### config.mk
export PLATFORM = sky130hd
export DESIGN_NAME = mtr_pwm_drv
export DESIGN_NICKNAME = d
export VERILOG_FILES = /design/src/rtl/mtr_pwm_drv.sv
export SDC_FILE = /design/constraint.sdc
export NUM_CORES = 1
export LEC_CHECK = 0
export BUFFER_PORTS_ARGS = -buffer_cell sky130_fd_sc_hd__clkbuf_2
export CORE_UTILIZATION = 55
export DETAILED_ROUTE_END_ITERATION = 7
export PLACE_DENSITY = 0.82
export SLEW_MARGIN = 0
export SYNTH_ARGS = -nofsm -noshare
export SYNTH_HDL_FRONTEND = slang
export SYNTH_SLANG_ARGS = --single-unit
### constraint.sdc
create_clock -name clk -period 4.9 [get_ports clk]
set_input_delay 0.49 -clock clk [delete_from_list [all_inputs] [get_ports clk]]
set_output_delay 0.49 -clock clk [all_outputs]
set_load 0.005 [all_outputs]
### src/rtl/mtr_pwm_drv.sv
// mtr_pwm_drv: motor-drive PWM stage for a left and a right H-bridge.
//
// The stage converts the signed left/right speed commands into complementary,
// non-overlapping gate pairs on a shared 2048-clock PWM period. It also blanks
// and filters the driver over-current flags, and latches a shutdown that holds
// every gate low once enough consecutive periods have seen over-current.
//
// Ports:
//   clk          in   system clock
//   rst          in   asynchronous reset, active high
//   lft_spd      in   [11:0] signed left speed command
//   rght_spd     in   [11:0] signed right speed command
//   OVR_I_lft    in   left driver over-current flag (asynchronous)
//   OVR_I_rght   in   right driver over-current flag (asynchronous)
//   lft_PWM1     out  left reverse gate drive
//   lft_PWM2     out  left forward gate drive
//   rght_PWM1    out  right reverse gate drive
//   rght_PWM2    out  right forward gate drive
//   PWM_synch    out  one-clock pulse at the start of each PWM period
//   OVR_I_shtdwn out  latched over-current shutdown (cleared only by rst)
module mtr_pwm_drv #(
    parameter logic [10:0] NONOVERLAP  = 11'h020,
    parameter logic [7:0]  BLANK_CYC   = 8'd40,
    parameter logic [3:0]  OVR_I_LIMIT = 4'd10
) (
    input  logic        clk,
    input  logic        rst,
    input  logic [11:0] lft_spd,
    input  logic [11:0] rght_spd,
    input  logic        OVR_I_lft,
    input  logic        OVR_I_rght,
    output logic        lft_PWM1,
    output logic        lft_PWM2,
    output logic        rght_PWM1,
    output logic        rght_PWM2,
    output logic        PWM_synch,
    output logic        OVR_I_shtdwn
);

    logic [10:0] r_cnt;
    logic        r_synch;
    logic [10:0] r_lft_duty;
    logic [10:0] r_rght_duty;
    logic        r_lft_pwm1;
    logic        r_lft_pwm2;
    logic        r_rght_pwm1;
    logic        r_rght_pwm2;
    logic        r_lft_pwm1_d;
    logic        r_lft_pwm2_d;
    logic        r_rght_pwm1_d;
    logic        r_rght_pwm2_d;
    logic        r_ovr_lft_s1;
    logic        r_ovr_lft_s2;
    logic        r_ovr_rght_s1;
    logic        r_ovr_rght_s2;
    logic [7:0]  r_lft_blank;
    logic [7:0]  r_rght_blank;
    logic        r_ovr_seen;
    logic [3:0]  r_ovr_cnt;
    logic        r_shtdwn;

    logic        w_period_end;
    logic [10:0] w_lft_duty_nxt;
    logic [10:0] w_rght_duty_nxt;
    logic [11:0] w_lft_thr1;
    logic [11:0] w_rght_thr1;
    logic        w_lft_on1;
    logic        w_lft_on2;
    logic        w_rght_on1;
    logic        w_rght_on2;
    logic        w_lft_edge;
    logic        w_rght_edge;
    logic        w_lft_valid;
    logic        w_rght_valid;
    logic [3:0]  w_ovr_cnt_inc;

    // Clip to -1024..1023 then offset by +1024; inside the clip range the
    // offset is just an inversion of bit 10 of the two's-complement value.
    function automatic logic [10:0] f_spd2duty(input logic [11:0] spd);
        if ($signed(spd) > 12'sd1023)
            return 11'h7FF;
        else if ($signed(spd) < -12'sd1024)
            return 11'h000;
        else
            return {~spd[10], spd[9:0]};
    endfunction

    assign w_period_end    = (r_cnt == 11'h7FF);
    assign w_lft_duty_nxt  = f_spd2duty(lft_spd);
    assign w_rght_duty_nxt = f_spd2duty(rght_spd);

    // 12-bit threshold: a sum above 2047 is unreachable, so PWM1 stays off.
    assign w_lft_thr1  = {1'b0, r_lft_duty}  + {1'b0, NONOVERLAP};
    assign w_rght_thr1 = {1'b0, r_rght_duty} + {1'b0, NONOVERLAP};

    assign w_lft_on2  = (r_cnt >= NONOVERLAP) && (r_cnt < r_lft_duty);
    assign w_lft_on1  = ({1'b0, r_cnt} >= w_lft_thr1);
    assign w_rght_on2 = (r_cnt >= NONOVERLAP) && (r_cnt < r_rght_duty);
    assign w_rght_on1 = ({1'b0, r_cnt} >= w_rght_thr1);

    assign w_lft_edge  = (r_lft_pwm1 ^ r_lft_pwm1_d) | (r_lft_pwm2 ^ r_lft_pwm2_d);
    assign w_rght_edge = (r_rght_pwm1 ^ r_rght_pwm1_d) | (r_rght_pwm2 ^ r_rght_pwm2_d);

    assign w_lft_valid  = (r_lft_pwm1 | r_lft_pwm2) && (r_lft_blank >= BLANK_CYC)
                          && r_ovr_lft_s2;
    assign w_rght_valid = (r_rght_pwm1 | r_rght_pwm2) && (r_rght_blank >= BLANK_CYC)
                          && r_ovr_rght_s2;

    assign w_ovr_cnt_inc = (r_ovr_cnt == 4'hF) ? 4'hF : r_ovr_cnt + 4'd1;

    // Period counter, start-of-period pulse and duty latch.
    always_ff @(posedge clk or posedge rst) begin
        if (rst) begin
            r_cnt       <= '0;
            r_synch     <= 1'b0;
            r_lft_duty  <= 11'h400;
            r_rght_duty <= 11'h400;
        end else begin
            r_cnt   <= r_cnt + 11'd1;
            r_synch <= (r_cnt == 11'd0);
            if (w_period_end) begin
                r_lft_duty  <= w_lft_duty_nxt;
                r_rght_duty <= w_rght_duty_nxt;
            end
        end
    end

    // Registered gate compare; shutdown overrides all gates.
    always_ff @(posedge clk or posedge rst) begin
        if (rst) begin
            r_lft_pwm1  <= 1'b0;
            r_lft_pwm2  <= 1'b0;
            r_rght_pwm1 <= 1'b0;
            r_rght_pwm2 <= 1'b0;
        end else if (r_shtdwn) begin
            r_lft_pwm1  <= 1'b0;
            r_lft_pwm2  <= 1'b0;
            r_rght_pwm1 <= 1'b0;
            r_rght_pwm2 <= 1'b0;
        end else begin
            r_lft_pwm1  <= w_lft_on1;
            r_lft_pwm2  <= w_lft_on2;
            r_rght_pwm1 <= w_rght_on1;
            r_rght_pwm2 <= w_rght_on2;
        end
    end

    // Over-current synchronisers, gate-edge history and blanking counters.
    always_ff @(posedge clk or posedge rst) begin
        if (rst) begin
            r_ovr_lft_s1  <= 1'b0;
            r_ovr_lft_s2  <= 1'b0;
            r_ovr_rght_s1 <= 1'b0;
            r_ovr_rght_s2 <= 1'b0;
            r_lft_pwm1_d  <= 1'b0;
            r_lft_pwm2_d  <= 1'b0;
            r_rght_pwm1_d <= 1'b0;
            r_rght_pwm2_d <= 1'b0;
            r_lft_blank   <= '0;
            r_rght_blank  <= '0;
        end else begin
            r_ovr_lft_s1  <= OVR_I_lft;
            r_ovr_lft_s2  <= r_ovr_lft_s1;
            r_ovr_rght_s1 <= OVR_I_rght;
            r_ovr_rght_s2 <= r_ovr_rght_s1;
            r_lft_pwm1_d  <= r_lft_pwm1;
            r_lft_pwm2_d  <= r_lft_pwm2;
            r_rght_pwm1_d <= r_rght_pwm1;
            r_rght_pwm2_d <= r_rght_pwm2;
            if (w_lft_edge)
                r_lft_blank <= '0;
            else if (r_lft_blank != 8'hFF)
                r_lft_blank <= r_lft_blank + 8'd1;
            if (w_rght_edge)
                r_rght_blank <= '0;
            else if (r_rght_blank != 8'hFF)
                r_rght_blank <= r_rght_blank + 8'd1;
        end
    end

    // Per-period over-current filter and sticky shutdown. A sample taken in
    // the period-end clock is dropped: the flag is cleared in that clock.
    always_ff @(posedge clk or posedge rst) begin
        if (rst) begin
            r_ovr_seen <= 1'b0;
            r_ovr_cnt  <= '0;
            r_shtdwn   <= 1'b0;
        end else if (w_period_end) begin
            r_ovr_seen <= 1'b0;
            r_ovr_cnt  <= r_ovr_seen ? w_ovr_cnt_inc : 4'd0;
            if (r_ovr_seen && (w_ovr_cnt_inc >= OVR_I_LIMIT))
                r_shtdwn <= 1'b1;
        end else if (w_lft_valid || w_rght_valid) begin
            r_ovr_seen <= 1'b1;
        end
    end

    assign lft_PWM1     = r_lft_pwm1;
    assign lft_PWM2     = r_lft_pwm2;
    assign rght_PWM1    = r_rght_pwm1;
    assign rght_PWM2    = r_rght_pwm2;
    assign PWM_synch    = r_synch;
    assign OVR_I_shtdwn = r_shtdwn;

endmodule

After elaboration in Yosys (flattened, before gate mapping) --
Index checks and enable logic that the tools add are counted.
Word-level totals: register bits 68, output and inout port bits 6, logic and storage cells 82
Operators by class: add/sub/neg operators 6, eq/ne operators 4, muxes and demuxes 16, reduce and logical (&&, ||, !) cells 13, bitwise operators 10, order comparisons 12
Operators with widths (number):
- 11-bit two-way mux | 4
- 8-bit two-way mux | 4
- 11-bit by 6-bit adder with 12-bit output (second input constant) | 2
- 11-bit by 12-bit >= comparator with 1-bit output | 2
- 12-bit by 11-bit greater-than comparator with 1-bit output (second input constant) | 2
- 12-bit by 11-bit < comparator with 1-bit output (second input constant) | 2
- 11-bit < comparator | 2
- 8-bit by 1-bit adder with 8-bit output (second input constant) | 2
- 8-bit by 6-bit >= comparator with 1-bit output (second input constant) | 2
- 8-bit != test (second input constant) | 2
- 11-bit by 1-bit adder with 11-bit output (second input constant) | 1
- 11-bit equality test (second input constant) | 1
- 11-bit by 6-bit >= comparator with 1-bit output (second input constant) | 1
- 11-bit logical NOT | 1
- 4-bit two-way mux | 2
- 1-bit logical AND | 7
- 1-bit two-way mux | 6
- 2-bit nonzero test | 3
- 4-bit by 1-bit adder with 4-bit output (second input constant) | 1
- 4-bit equality test (second input constant) | 1
- 4-bit >= comparator (second input constant) | 1
- 1-bit OR | 4
- 1-bit bitwise XOR | 4
- 1-bit NOT | 2
- 2 further kinds | 2

Depth between registers and ports, before layout --
depth in word-level cells 6, gate-level depth with buffers 8, depth with buffers taken out 8

Worst setup path before layout --
No wires, ideal clock.
kind register to register, from reg r_lft_duty[5], to reg r_lft_pwm1, in the netlist lft_PWM1, cell stages (with the launch flop) 8, library setup time 135 ps, arrival time 1688 ps, slack 3077 ps, buffers on the path 0, path through dfrtp_1 -> ha_1 -> xnor2_1 -> ha_1 -> and3b_1 -> a221o_1 -> nand4_1 -> a311oi_1
Between the ends: word-level cells in the longest chain between the ends 3
Ends and longest elaborated chain:
- start, declared | RTL line 42 | logic [10:0] r_lft_duty;
- start signal, assigned | RTL line 122 | r_lft_duty <= w_lft_duty_nxt;
- 11-bit by 6-bit adder with 12-bit output | RTL line 93 | assign w_lft_thr1 = {1'b0, r_lft_duty} + {1'b0, NONOVERLAP};
- 11-bit by 12-bit >= comparator with 1-bit output | RTL line 97 | assign w_lft_on1 = ({1'b0, r_cnt} >= w_lft_thr1);
- 1-bit two-way mux | RTL line 135 | end else if (r_shtdwn) begin
- end signal, assigned | RTL line 141 | r_lft_pwm1 <= w_lft_on1;
- end, declared | RTL line 44 | logic r_lft_pwm1;
No other way between the ends. A chain may end at the register's enable or synchronous reset.

Worst setup path in the final report --
from reg r_cnt[1], to reg r_lft_duty[3]
Between the ends: word-level cells in the longest chain between the ends 1
Ends and longest elaborated chain:
- start, declared | RTL line 40 | logic [10:0] r_cnt;
- start signal, assigned | RTL line 119 | r_cnt <= r_cnt + 11'd1;
- 11-bit equality test | RTL line 88 | assign w_period_end = (r_cnt == 11'h7FF);
No other way between the ends.

==> summary.md <==
| Metric | Value |
|---|---|
| Post-CTS Setup Inserts | `0` |
| Reg power frac | `0.531` |
| Peak supply drop | `180 uV` |
| Global-route wire length before repair | `13,600 um` |
| Sequential share of the synthesized area | `0.430` |
| 1st-iter DRT viols | `144` |
| I/O pin count | `34` |
| Drt pass-1 iters | `4` |
| Largest family of logic cells by synthesized area | `compound AO/OA/AOI/OAI gates` |
| Cts repair resizes | `0` |
| Slew margin rel. | `0.216` |
| CP Data Required Time | `5.10 ns` |
| RSZ-0062 raised after global routing | `no` |
| Worst-case clock skew | `0.00641 ns` |
| CTS max path bufs | `2` |
| Share of layout cells above drive strength 1 | `0.120` |
| Min Clock Period, post-route | `2.53 ns` |
| Area growth, synth to finish | `10.8%` |
| Number of synthesis warnings | `0` |
| FF/Latch Area | `1700 um^2` |
| Reg2reg start | `r_cnt[1]` |
| Clk pin slew, worst setup/hold paths | `0.07 ns` |
| Tightest Pin Transition | `1.17 ns` |
| GRT overflow | `0` |
| Die Y | `86.9 um` |
| Switch share | `0.269` |
| Antenna-violating nets left | `0` |
| Multiplexer share of the synthesized area | `0.0411` |
| Clock network power share | `0.338` |
| Unique masters post-synth | `49` |
| Cell Pwr Density | `274 nW/um^2` |
| Cts hold-fix bufs | `0` |
| Layout Nets | `508` |
| DR WL/cell | `14.5 um` |
| Synthesized-area fraction occupied by adder cells | `0.138` |
| #FFs+latches synth | `68` |
| Vias per inst | `5.62` |
| Hold Crit Start | `OVR_I_rght` |
| Number of synthesized flops with an enable pin | `0` |
| Vias in the first global route | `3,017` |
| Period utilisation layout | `0.516` |
| Cell area after synthesis | `3960 um^2` |
| GRT Overall Usage | `0.233` |
| Placed cell count | `522` |
| Post-synthesis compound-gate area fraction | `0.152` |
| Die X | `86.9 um` |
| DR vias | `3,026` |
| Leakage | `2.22 nW` |
| Ant diodes | `0` |
| Endpoints failing setup | `0` |
| Core Rows | `30` |
| Area of the multi-input gates | `2090 um^2` |
| Critical-path maximum fanout | `14` |
| Worst-Skew Late Latency | `0.34 ns` |
| Max-slew violation count | `0` |
| Layout Utilization | `0.639` |
| CTS Root Cell | `clkbuf_8` |
| Comb pwr share | `0.131` |
| Die ar. | `7550 um^2` |
| H-tree depth | `3` |
| Synth Area in Simple Gates | `0.142` |
| Crit path kind | `reg2reg` |
| Critical path data arrival time | `2.73 ns` |
| Tot Pwr | `1.20 mW` |
| Post-Synth XOR/XNOR Area | `0.0553` |
| Placer congestion estimate | `0.792` |
| Number of buffers added on ports | `33` |
| Total core area | `6870 um^2` |
| Fin. Hold Viols | `0` |
| Fillers | `566` |
| Setup TNS | `0 ns` |
| Initial cell density of the core | `0.577` |
| Syn Area/Cell | `9.93 um^2` |
| Max_cap viols | `0` |
| Status | `complete, no violations` |
| Top_reg_cell synth | `dfrtp_1` |
| Synth async-reset ratio | `1.00` |
| WL final | `7790 um` |
| Syn_nets | `470` |
| CTS Buf Count | `9` |
| Final Non-Filler Cells | `538` |
| Critical path startpoint | `r_cnt[1]` |
| Max Freq | `0.395 GHz` |
| P_int | `880 uW` |
| Drc violations | `0` |
| CP Launch Type | `flip-flop` |
| Initial antenna violation count | `0` |
| CTS tree | `built` |
| Crit. End Element | `flip-flop` |
| Post-Syn Instances | `399` |
| Total clock sinks | `68` |
| Post-DP HPWL | `5720 um` |
| P_sw | `323 uW` |
| Largest net degree at the start of global routing | `69` |
| Worst hold path type | `in2reg` |
-- power by group through the flow --
stage / clock network, mW / logic, mW / registers [mW]
floorplan: 0 / 0.122 / 0.636
finish: 0.406 / 0.157 / 0.639
detailed placement: 0 / 0.158 / 0.649
global placement: 0 / 0.154 / 0.646
global route: 0.441 / 0.185 / 0.647
CTS: 0.418 / 0.159 / 0.638
-- area by class of cell --
class,instances,area share
multi-input combinational,290,0.477
sequential,68,0.388
clock buffer,14,0.0371
clock inverter,2,0.00228
tap,96,0.0274
timing repair buffer,34,0.0393
inverter,34,0.0291
-- layer usage --
layer	global-route usage	wire length, um	up-vias
met4	0.0667	117	0
met2	0.399	3800	67
met3	0.0483	344	13
met1	0.298	3530	1433
li1	-	-	1513
met5	0	0	-
-- cell families after synthesis --
family	after synthesis
flops	68
compound gates	93
fa+ha+maj	44
simple gates	112
buf+inv	41
xor+xnor	25
mux	16
-- cells in the final DEF (no fill, tap or decap), drive strengths merged, types with 5 or more instances in the layout --
master	instances
a21o	8
mux2i	14
and3	6
dfrtp	66
nand2	19
xnor2	18
a31oi	5
o21ai	34
o2111ai	10
nand2b	6
nor2	31
nand3	18
ha	43
a21oi	14
nand4	6
nor3	13
xor2	7
inv	34
clkbuf	47
-- synth_stat cells (2+ instances only) --
master     number  share of area
dfrtp_1        66           0.42
ha_1           43           0.14
inv_1          34          0.032
o21ai_0        32          0.040
nor2_1         31          0.029
nand2_1        19          0.018
xnor2_1        18          0.040
nand3_1        17          0.021
a21oi_1        14          0.018
mux2i_1        14          0.035
nor3_1         13          0.016
o2111ai_1      10          0.022
a21o_1          8          0.015
xor2_1          7          0.015
and3_1          6         0.0095
nand2b_1        6         0.0095
nand4_1         6         0.0095
a31oi_1         5         0.0079
a211oi_1        3         0.0057
buf_2           3         0.0038
clkbuf_1        3         0.0028
o21a_1          3         0.0057
a2111oi_0       2         0.0044
a311oi_1        2         0.0044
a41o_1          2         0.0051
and2_1          2         0.0032
dfstp_2         2          0.013
mux2_1          2         0.0057
nor2b_1         2         0.0032
o211ai_1        2         0.0038
o21ai_1         2         0.0025
o31ai_1         2         0.0038
or4_1           2         0.0038
-- final timing paths --
kind / end / slack (ns) / cells after the start
max in group asynchronous: r_cnt[10] / 3.96 / 3
worst min-delay path: r_ovr_rght_s1 / 0.25 / 1
worst max register to register: r_lft_duty[3] / 2.37 / 5
min in group asynchronous: r_lft_blank[6] / 0.38 / 3
worst max-delay path: r_lft_duty[3] / 2.37 / 5
worst min register to register: r_ovr_lft_s2 / 0.35 / 0
-- flip-flops by register name (all words and copies together) (netlist names), 4 cells and up --
name and flops:
r_rght_blank 8, r_cnt 11, r_lft_duty 11, r_rght_duty 11, r_ovr_cnt 4, r_lft_blank 8
-- through the flow --
stage | instance area, um^2 | setup WS, ns | hold slack (ns)
global placement | 4220 | 2.57 | 0.335
global route | 4390 | 2.11 | 0.237
detailed placement | 4220 | 2.40 | 0.346
CTS | 4390 | 2.37 | 0.236
floorplan | 3960 | 2.70 | 0.331
finish | 4390 | 2.37 | 0.254
-- worst max-delay path, stage by stage (launching register included) --
cell and delay, ns:
dfrtp_1 0.43, ha_1 0.24, nand2_1 0.11, nor4_2 1.00
and2_1 0.47, o21ai_0 0.15
Power figures use the tool's default switching activity.
